$ cat src/rtl/cacheline_adaptor_pkg.sv
// Shared cache/burst-memory definitions for the line-to-burst adaptor.
package cacheline_adaptor_pkg;

  localparam int unsigned ADDR_WIDTH  = 32;
  localparam int unsigned LINE_WIDTH  = 256;
  localparam int unsigned BURST_WIDTH = 64;
  localparam int unsigned BEATS       = LINE_WIDTH / BURST_WIDTH;
  localparam int unsigned CNT_WIDTH   = $clog2(BEATS);
  localparam int unsigned OFFSET_BITS = $clog2(LINE_WIDTH / 8);

  typedef enum logic [1:0] {
    ST_IDLE  = 2'd0,
    ST_READ  = 2'd1,
    ST_WRITE = 2'd2,
    ST_DONE  = 2'd3
  } state_e;

  typedef logic [LINE_WIDTH-1:0]  line_t;
  typedef logic [BURST_WIDTH-1:0] beat_t;
  typedef logic [ADDR_WIDTH-1:0]  addr_t;
  typedef logic [CNT_WIDTH-1:0]   cnt_t;

  // Clears the byte-offset bits so the burst always starts on a line boundary.
  localparam addr_t ALIGN_MASK = ~ADDR_WIDTH'((64'd1 << OFFSET_BITS) - 64'd1);

  // Bit position of a beat inside a line; beat 0 is the least significant.
  function automatic int unsigned beat_lsb(input cnt_t c);
    return 32'(c) * BURST_WIDTH;
  endfunction

endpackage

$ cat src/rtl/cacheline_adaptor.sv
// Converts a 256-bit cache line read/write into a 4-beat 64-bit memory burst.
module cacheline_adaptor
  import cacheline_adaptor_pkg::*;
(
  input  logic                   clk,
  input  logic                   rst,
  input  logic [ADDR_WIDTH-1:0]  line_address,
  input  logic                   line_read,
  input  logic                   line_write,
  input  logic [LINE_WIDTH-1:0]  line_wdata,
  output logic [LINE_WIDTH-1:0]  line_rdata,
  output logic                   line_resp,
  output logic [ADDR_WIDTH-1:0]  bmem_address,
  output logic                   bmem_read,
  output logic                   bmem_write,
  output logic [BURST_WIDTH-1:0] bmem_wdata,
  input  logic [BURST_WIDTH-1:0] bmem_rdata,
  input  logic                   bmem_resp
);

  localparam cnt_t LAST_BEAT = CNT_WIDTH'(BEATS - 1);

  state_e r_state;
  state_e w_state_next;
  cnt_t   r_cnt;
  cnt_t   w_cnt_inc;
  logic   w_last;
  line_t  r_buf;
  line_t  w_buf_merged;
  line_t  r_rdata;
  addr_t  r_addr;
  beat_t  r_wdata;
  logic   r_bmem_read;
  logic   r_bmem_write;
  logic   r_line_resp;

  assign w_cnt_inc = CNT_WIDTH'(r_cnt + 1'b1);
  assign w_last    = bmem_resp && (r_cnt == LAST_BEAT);

  // Next-state logic; write has priority over read when both are requested.
  always_comb begin
    w_state_next = r_state;
    unique case (r_state)
      ST_IDLE: begin
        if (line_write)     w_state_next = ST_WRITE;
        else if (line_read) w_state_next = ST_READ;
      end
      ST_READ:  if (w_last) w_state_next = ST_DONE;
      ST_WRITE: if (w_last) w_state_next = ST_DONE;
      ST_DONE:  w_state_next = ST_IDLE;
      default:  w_state_next = ST_IDLE;
    endcase
  end

  // Line buffer with the current read beat inserted at the counter position.
  always_comb begin
    w_buf_merged = r_buf;
    w_buf_merged[beat_lsb(r_cnt) +: BURST_WIDTH] = bmem_rdata;
  end

  // State register.
  always_ff @(posedge clk or negedge rst) begin
    if (!rst) r_state <= ST_IDLE;
    else      r_state <= w_state_next;
  end

  // Datapath: address/line capture, beat counter, and registered strobes.
  always_ff @(posedge clk or negedge rst) begin
    if (!rst) begin
      r_cnt        <= '0;
      r_buf        <= '0;
      r_rdata      <= '0;
      r_addr       <= '0;
      r_wdata      <= '0;
      r_bmem_read  <= 1'b0;
      r_bmem_write <= 1'b0;
      r_line_resp  <= 1'b0;
    end else begin
      r_bmem_read  <= (w_state_next == ST_READ);
      r_bmem_write <= (w_state_next == ST_WRITE);
      r_line_resp  <= (w_state_next == ST_DONE);
      unique case (r_state)
        ST_IDLE: begin
          if (line_write) begin
            r_addr  <= line_address & ALIGN_MASK;
            r_buf   <= line_wdata;
            r_wdata <= line_wdata[BURST_WIDTH-1:0];
            r_cnt   <= '0;
          end else if (line_read) begin
            r_addr <= line_address & ALIGN_MASK;
            r_cnt  <= '0;
          end
        end
        ST_READ: begin
          if (bmem_resp) begin
            r_buf <= w_buf_merged;
            r_cnt <= w_last ? '0 : w_cnt_inc;
            if (w_last) r_rdata <= w_buf_merged;
          end
        end
        ST_WRITE: begin
          if (bmem_resp) begin
            r_cnt   <= w_last ? '0 : w_cnt_inc;
            r_wdata <= r_buf[beat_lsb(w_cnt_inc) +: BURST_WIDTH];
          end
        end
        default: ;
      endcase
    end
  end

  assign line_rdata   = r_rdata;
  assign line_resp    = r_line_resp;
  assign bmem_address = r_addr;
  assign bmem_read    = r_bmem_read;
  assign bmem_write   = r_bmem_write;
  assign bmem_wdata   = r_wdata;

endmodule

$ cat config.mk
export PLATFORM = sky130hd
export DESIGN_NAME = cacheline_adaptor
export DESIGN_NICKNAME = d
export VERILOG_FILES = /design/src/rtl/cacheline_adaptor_pkg.sv /design/src/rtl/cacheline_adaptor.sv
export SDC_FILE = /design/constraint.sdc
export NUM_CORES = 1
export LEC_CHECK = 0
export CAP_MARGIN = 20
export CORE_AREA = 2 2 276 278
export DETAILED_ROUTE_END_ITERATION = 16
export DIE_AREA = 0 0 278 280
export GPL_TIMING_DRIVEN = 1
export PLACE_DENSITY = 0.69
export SLEW_MARGIN = 5
export SYNTH_ARGS = -nofsm -noshare
export SYNTH_HDL_FRONTEND = slang
export SYNTH_SLANG_ARGS = --single-unit
$ cat constraint.sdc
create_clock -name clk -period 8 [get_ports clk]
set_clock_uncertainty 0.05 [all_clocks]
set_input_delay 1.6 -clock clk [delete_from_list [all_inputs] [get_ports clk]]
set_output_delay 1.6 -clock clk [all_outputs]
set_load 0.02 [all_outputs]
==> impl_metrics.py, run 1 <==
metrics = {
    "clock_network": {
        "cts_buffers": 69,
        "clk_path_buf_depth": 3,
        "cts.sinks": 610,
        "clockRootBuffer": "clkbuf_16",
        "cts_hold_buf": 0,
        "post_cts_buffers": 0,
        "insertion_delay_ps": 610,
        "cts_tree": "done",
        "cts_max_level": 3,
        "clkSlewWorstSetupHoldPaths_ps": 60,
        "cts_resized": 0,
    },
    "floorplan": {
        "ios": 712,
        "initial_core_util": 0.4036,
        "coreArea_mm2": 0.07519,
        "die-area_mm2": 0.07784,
        "rows": 101,
        "die_x_um": 278,
        "die_h_um": 280,
    },
    "global_routing": {
        "grt_pass1_vias": 27911,
        "track_usage": 0.3218,
        "grt_pass1_wl_um": 187600,
        "overflow": 0,
        "grt_max_degree": 166,
        "antenna_found_initial": 29,
    },
    "synthesis": {
        "synth_common_cells": "dfrtp_1, a221o_1, clkbuf_1",
        "synth_cells": 2568,
        "synthTopCellsByArea": "dfrtp_1, a221o_1, mux2_2, mux4_2, o2bb2ai_1",
        "ys_ff_latch": 610,
        "syn_area_mm2": 0.03035,
        "yosysTopAreaCellShare": 0.5030,
        "synthArstFlopShare": 1.000,
        "ys_warn_count": 0,
        "ys_types": 50,
        "synth_most_common_cell": "dfrtp_1",
        "synthFlopType": "dfrtp_1",
        "synth.avg_cell_area_um2": 11.82,
        "synth-seq-area-share": 0.5030,
        "synth_enable_flop_cells": 0,
        "yosys.area.top_type": "dfrtp_1",
    },
    "worst_hold_path": {
        "hold-path-cell-count": 2,
        "hold_end": "line_rdata[204]$_DFFE_PN0P_",
        "min_path_type": "reg2reg",
        "hp-start": "line_rdata[204]$_DFFE_PN0P_",
    },
    "timing": {
        "fin_crit_sh": 0.5796,
        "clock.fmax_ghz": 0.2157,
        "slew_viol_final": 0,
        "post-route-min-period_ps": 4637,
        "tightestPinTransition_ps": 1253,
        "tns_ps": 0,
        "worst_hold_slack_ps": 429.3,
        "setup_viol": 0,
        "max-slew-margin-rel": 0.1646,
        "grt_setup_unrepaired": "false",
        "final-hold-violation-count": 0,
    },
    "job": {
        "maxCapViolCount": 0,
    },
    "drt": {
        "dr.pass1.iters": 6,
        "viasPerCell": 6.524,
        "wl_per_cell_um": 30.98,
        "drc": 0,
        "drtAntennaViolNets": 0,
        "wl_um": 128500,
        "num_vias": 27067,
        "drtIter0Drc": 3196,
    },
    "outcome": {
        "status": "finished, final reports clean",
    },
    "cells_and_area": {
        "drive_gt1_frac": 0.1472,
        "area_delta_synth_final_pct": 32.69,
        "final_util": 0.5355,
        "multiInputGateArea_mm2": 0.01355,
        "fin_nets": 3463,
        "seq_area_mm2": 0.01527,
        "stdcell_area_mm2": 0.04027,
        "final.fill_count": 6294,
    },
    "place": {
        "post-dp-hpwl_um": 79740,
        "io_buffers": 701,
        "place_area_mm2": 0.03786,
        "place.gp.congestion": 0.8821,
    },
    "worst_setup_path": {
        "reg2reg_depth": 7,
        "cp_max_fo": 79,
        "crit_type": "reg2reg",
        "endpoint_kind": "flop",
        "rr_startpoint": "r_state[1]$_DFF_PN0_",
        "arrival_ps": 5070,
        "reg2reg_to": "r_buf[94]$_DFFE_PN0P_",
        "cp.required_ps": 8430,
        "crit_path_start_kind": "flop",
        "r2r_slack_ps": 3360,
    },
    "pwr": {
        "ir_worst_vdd_mv": 0.2839,
        "p_leak_nw": 16.77,
        "power_mw": 16.45,
        "p_per_area_mw_per_mm2": 408.5,
    },
}
how the worst max path moves through the flow:
stage | end | depth (start not counted) | slack [ps] | startpoint
floorplan | bmem_wdata[10]$_DFFE_PN0P_ | 7 | 5040 | line_write
global placement | r_buf[91]$_DFFE_PN0P_ | 6 | 3010 | line_write
detailed placement | r_buf[94]$_DFFE_PN0P_ | 6 | 2960 | line_write
CTS | r_buf[90]$_DFFE_PN0P_ | 7 | 3440 | r_state[0]$_DFF_PN0_
global route | r_buf[84]$_DFFE_PN0P_ | 7 | 3250 | r_state[0]$_DFF_PN0_
finish | r_buf[94]$_DFFE_PN0P_ | 7 | 3360 | r_state[1]$_DFF_PN0_
cell families (layout without fill, tap and decap cells):
group	after synthesis	in the layout	share of synthesized area
compound gates	740	740	0.2120
flops	610	610	0.5030
simple gates	558	558	0.1086
buf+inv	403	977	0.05789
mux	246	246	0.1142
fa+ha+maj	10	10	0.004123
other cells	1	30	0.0001236
layout make-up:
| class | instances | area share |
|---|---|---|
| flip-flops and latches | 610 | 0.3792 |
| multi-input cells | 1559 | 0.3364 |
| repair buffers | 743 | 0.1837 |
| clock buffers | 98 | 0.04959 |
| well taps | 978 | 0.03039 |
| inverters | 113 | 0.01060 |
| clock inverters | 23 | 0.008576 |
| diodes | 25 | 0.001554 |
state kept, by name (all words and copies together), names as in the netlist:
| name | cells |
|---|---|
| bmem_address | 27 |
| bmem_read | 1 |
| r_cnt | 2 |
| bmem_write | 1 |
| r_buf | 256 |
| bmem_wdata | 64 |
| line_rdata | 256 |
| line_resp | 1 |
| r_state | 2 |
worst max-delay path, stage by stage (launching register included):
cell	delay, ps
dfrtp_1	410
inv_1	200
ha_4	860
mux2i_4	340
buf_4	470
a21o_4	800
buf_4	790
mux2_2	420
cell usage in the layout, fill, tap and decap left out, types with 38 or more instances in the layout:
cell             count
mux4_2              62
o2bb2ai_1          104
buf_4               38
a22o_1              64
a31o_2              64
and2_1              40
and4_1              64
mux2_2             152
a32oi_1             80
inv_1              110
a221oi_1            41
nor2_1             107
clkbuf_16           70
nor3b_1             64
nor2b_1            136
nand2b_1            49
a221o_1            192
o32ai_1             41
clkdlybuf4s50_1    699
dfrtp_1            609
nand2_1             75
metrics by stage:
stage | setup WS [ps] | instances
2_1_floorplan | 5037 | 2572
3_3_place_gp | 3010 | 4003
3_5_place_dp | 2965 | 4003
4_1_cts | 3443 | 4124
5_1_grt | 3250 | 4144
6_report | 3363 | 4149
routing by layer:
metal,share of wire,up-vias,track usage
met5,0.00070,-,0
met4,0.052,14,0.1789
met3,0.11,388,0.09326
met2,0.46,1927,0.5048
met1,0.37,13732,0.4002
li1,-,11006,-
power breakdown:
part / switching, mW / total (mW) / internal [mW]
clock network: 1.35 / 3.33 / 1.97
registers: 0.895 / 5.15 / 4.25
logic: 4.54 / 7.97 / 3.43
total: 6.79 / 16.4 / 9.66
Power figures use the tool's default switching activity.
==> run 2: changes to the inputs <==
Settings changed: PLACE_DENSITY 0.69 to 0.72.
Clock period 8 ns to 4 ns, I/O delays scaled along.
==> run 2 against run 1 <==
Compared with the run above: die area stayed put; sequential power grew 100%; register-to-register slack got worse by 2500 ps; critical path depth down 1; clock-buffer cell count up 11; non-clock buffer count up 47.
==> impl_metrics.py, run 2 (synthesis gave the netlist of run 1 again) <==
metrics = {
    "clock_network": {
        "insertion_delay_ps": 610,
        "clkSlewWorstSetupHoldPaths_ps": 60,
        "post_cts_buffers": 0,
        "cts_resized": 0,
        "cts.sinks": 610,
        "clk_path_buf_depth": 3,
        "cts_buffers": 72,
        "cts_tree": "done",
        "cts_hold_buf": 0,
        "clockRootBuffer": "clkbuf_16",
        "cts_max_level": 3,
    },
    "place": {
        "placed_cells": 4050,
        "io_buffers": 701,
        "place_area_mm2": 0.03848,
        "post-dp-hpwl_um": 83650,
        "place.gp.congestion": 0.8991,
    },
    "drt": {
        "wl_um": 128900,
        "num_vias": 27025,
        "dr.pass1.iters": 9,
        "viasPerCell": 6.438,
        "drtIter0Drc": 3094,
        "wl_per_cell_um": 30.71,
        "drc": 0,
        "drtAntennaViolNets": 0,
    },
    "floorplan": {
        "die_h_um": 280,
        "die_x_um": 278,
        "die-area_mm2": 0.07784,
        "rows": 101,
        "ios": 712,
        "initial_core_util": 0.4036,
        "coreArea_mm2": 0.07519,
    },
    "worst_setup_path": {
        "cp.required_ps": 4450,
        "crit_path_start_kind": "flop",
        "crit_type": "reg2reg",
        "endpoint_kind": "flop",
        "r2r_slack_ps": 910,
        "cp_max_fo": 43,
        "arrival_ps": 3540,
    },
    "pwr": {
        "clock_power_share": 0.196,
        "p_sw_frac": 0.4119,
        "power_frac_comb": 0.494,
        "p_per_area_mw_per_mm2": 810.2,
        "ir_worst_vdd_mv": 0.6828,
        "internal-power_mw": 19.45,
        "seqPwrFrac": 0.310,
        "p_sw_mw": 13.62,
        "power_mw": 33.07,
        "p_leak_nw": 17.07,
    },
    "cells_and_area": {
        "multiInputGateArea_mm2": 0.01354,
        "seq_area_mm2": 0.01527,
        "final_util": 0.5428,
        "layout.cells.most_common": "clkdlybuf4s50_1",
        "final_cell_count_no_fill": 4198,
        "fin_nets": 3513,
        "drive_gt1_frac": 0.1592,
        "final.fill_count": 6446,
        "stdcell_area_mm2": 0.04082,
        "layout_common_cells": "clkdlybuf4s50_1, dfrtp_1, a221o_1",
        "area_delta_synth_final_pct": 34.50,
    },
    "global_routing": {
        "overflow": 0,
        "grt_pass1_wl_um": 187500,
        "grt_pass1_vias": 27306,
        "antenna_found_initial": 24,
        "grt_max_degree": 124,
        "track_usage": 0.3244,
    },
    "timing": {
        "setup_viol": 0,
        "max-slew-margin-rel": 0.2488,
        "fin_crit_sh": 0.7718,
        "grt_setup_unrepaired": "false",
        "post-route-min-period_ps": 3087,
        "tns_ps": 0,
        "tightestPinTransition_ps": 1127,
        "final-hold-violation-count": 0,
        "slew_viol_final": 0,
        "clock.fmax_ghz": 0.3239,
    },
    "worst_hold_path": {
        "min_path_type": "in2async",
    },
    "outcome": {
        "status": "finished, final reports clean",
    },
    "job": {
        "maxCapViolCount": 0,
    },
}
## run 2: final cells by class
class | count | share of cell area
sequential | 610 | 0.3741
multi-input combinational | 1559 | 0.3317
timing repair buffer | 790 | 0.1966
clock buffer | 109 | 0.05196
tap | 978 | 0.02998
inverter | 113 | 0.01045
clock inverter | 16 | 0.003801
antenna | 23 | 0.001410
## run 2: worst max-delay path, cell delays in order (launching register included)
cell and delay [ps]:
dfrtp_1 410, inv_1 200, ha_4 580, mux2i_4 380, a21o_4 480, buf_4 460, mux2_2 390
## run 2: path summary, 6_finish.rpt
check,to,cells after the start,start
worst max-delay path,r_buf[116]$_DFFE_PN0P_,6,r_state[1]$_DFF_PN0_
worst max register to register,r_buf[116]$_DFFE_PN0P_,6,r_state[1]$_DFF_PN0_
worst min register to register,line_rdata[241]$_DFFE_PN0P_,2,line_rdata[241]$_DFFE_PN0P_
min in group clk,line_rdata[241]$_DFFE_PN0P_,2,line_rdata[241]$_DFFE_PN0P_
max in group asynchronous,line_rdata[157]$_DFFE_PN0P_,2,rst
worst min-delay path,r_buf[0]$_DFFE_PN0P_,1,rst
## run 2: per-layer routing
layer | routed length [µm] | vias up | GRT usage
met3 | 13940 | 413 | 0.09276
met2 | 59230 | 1842 | 0.5051
met4 | 7106 | 8 | 0.1735
met1 | 48600 | 13645 | 0.4102
li1 | - | 11117 | -
met5 | 57 | - | 0
## run 2: stage by stage
step                      setup WS (ps)  hold WS, ps
final                             912.8        174.8
after global routing              816.9        203.9
after CTS                         913.7        172.1
after detailed placement          741.1        414.4
after global placement            765.9        409.8
after floorplan                    1337        398.3
## run 2: power by group through the flow
stage                     clock network [mW]  registers [mW]  logic (mW)
after floorplan                            0            10.9        8.77
after global placement                     0            10.1        15.9
after detailed placement                   0            10.2        16.1
after CTS                               6.57            10.2        16.2
after global routing                    6.80            10.5        17.2
final                                   6.49            10.3        16.3
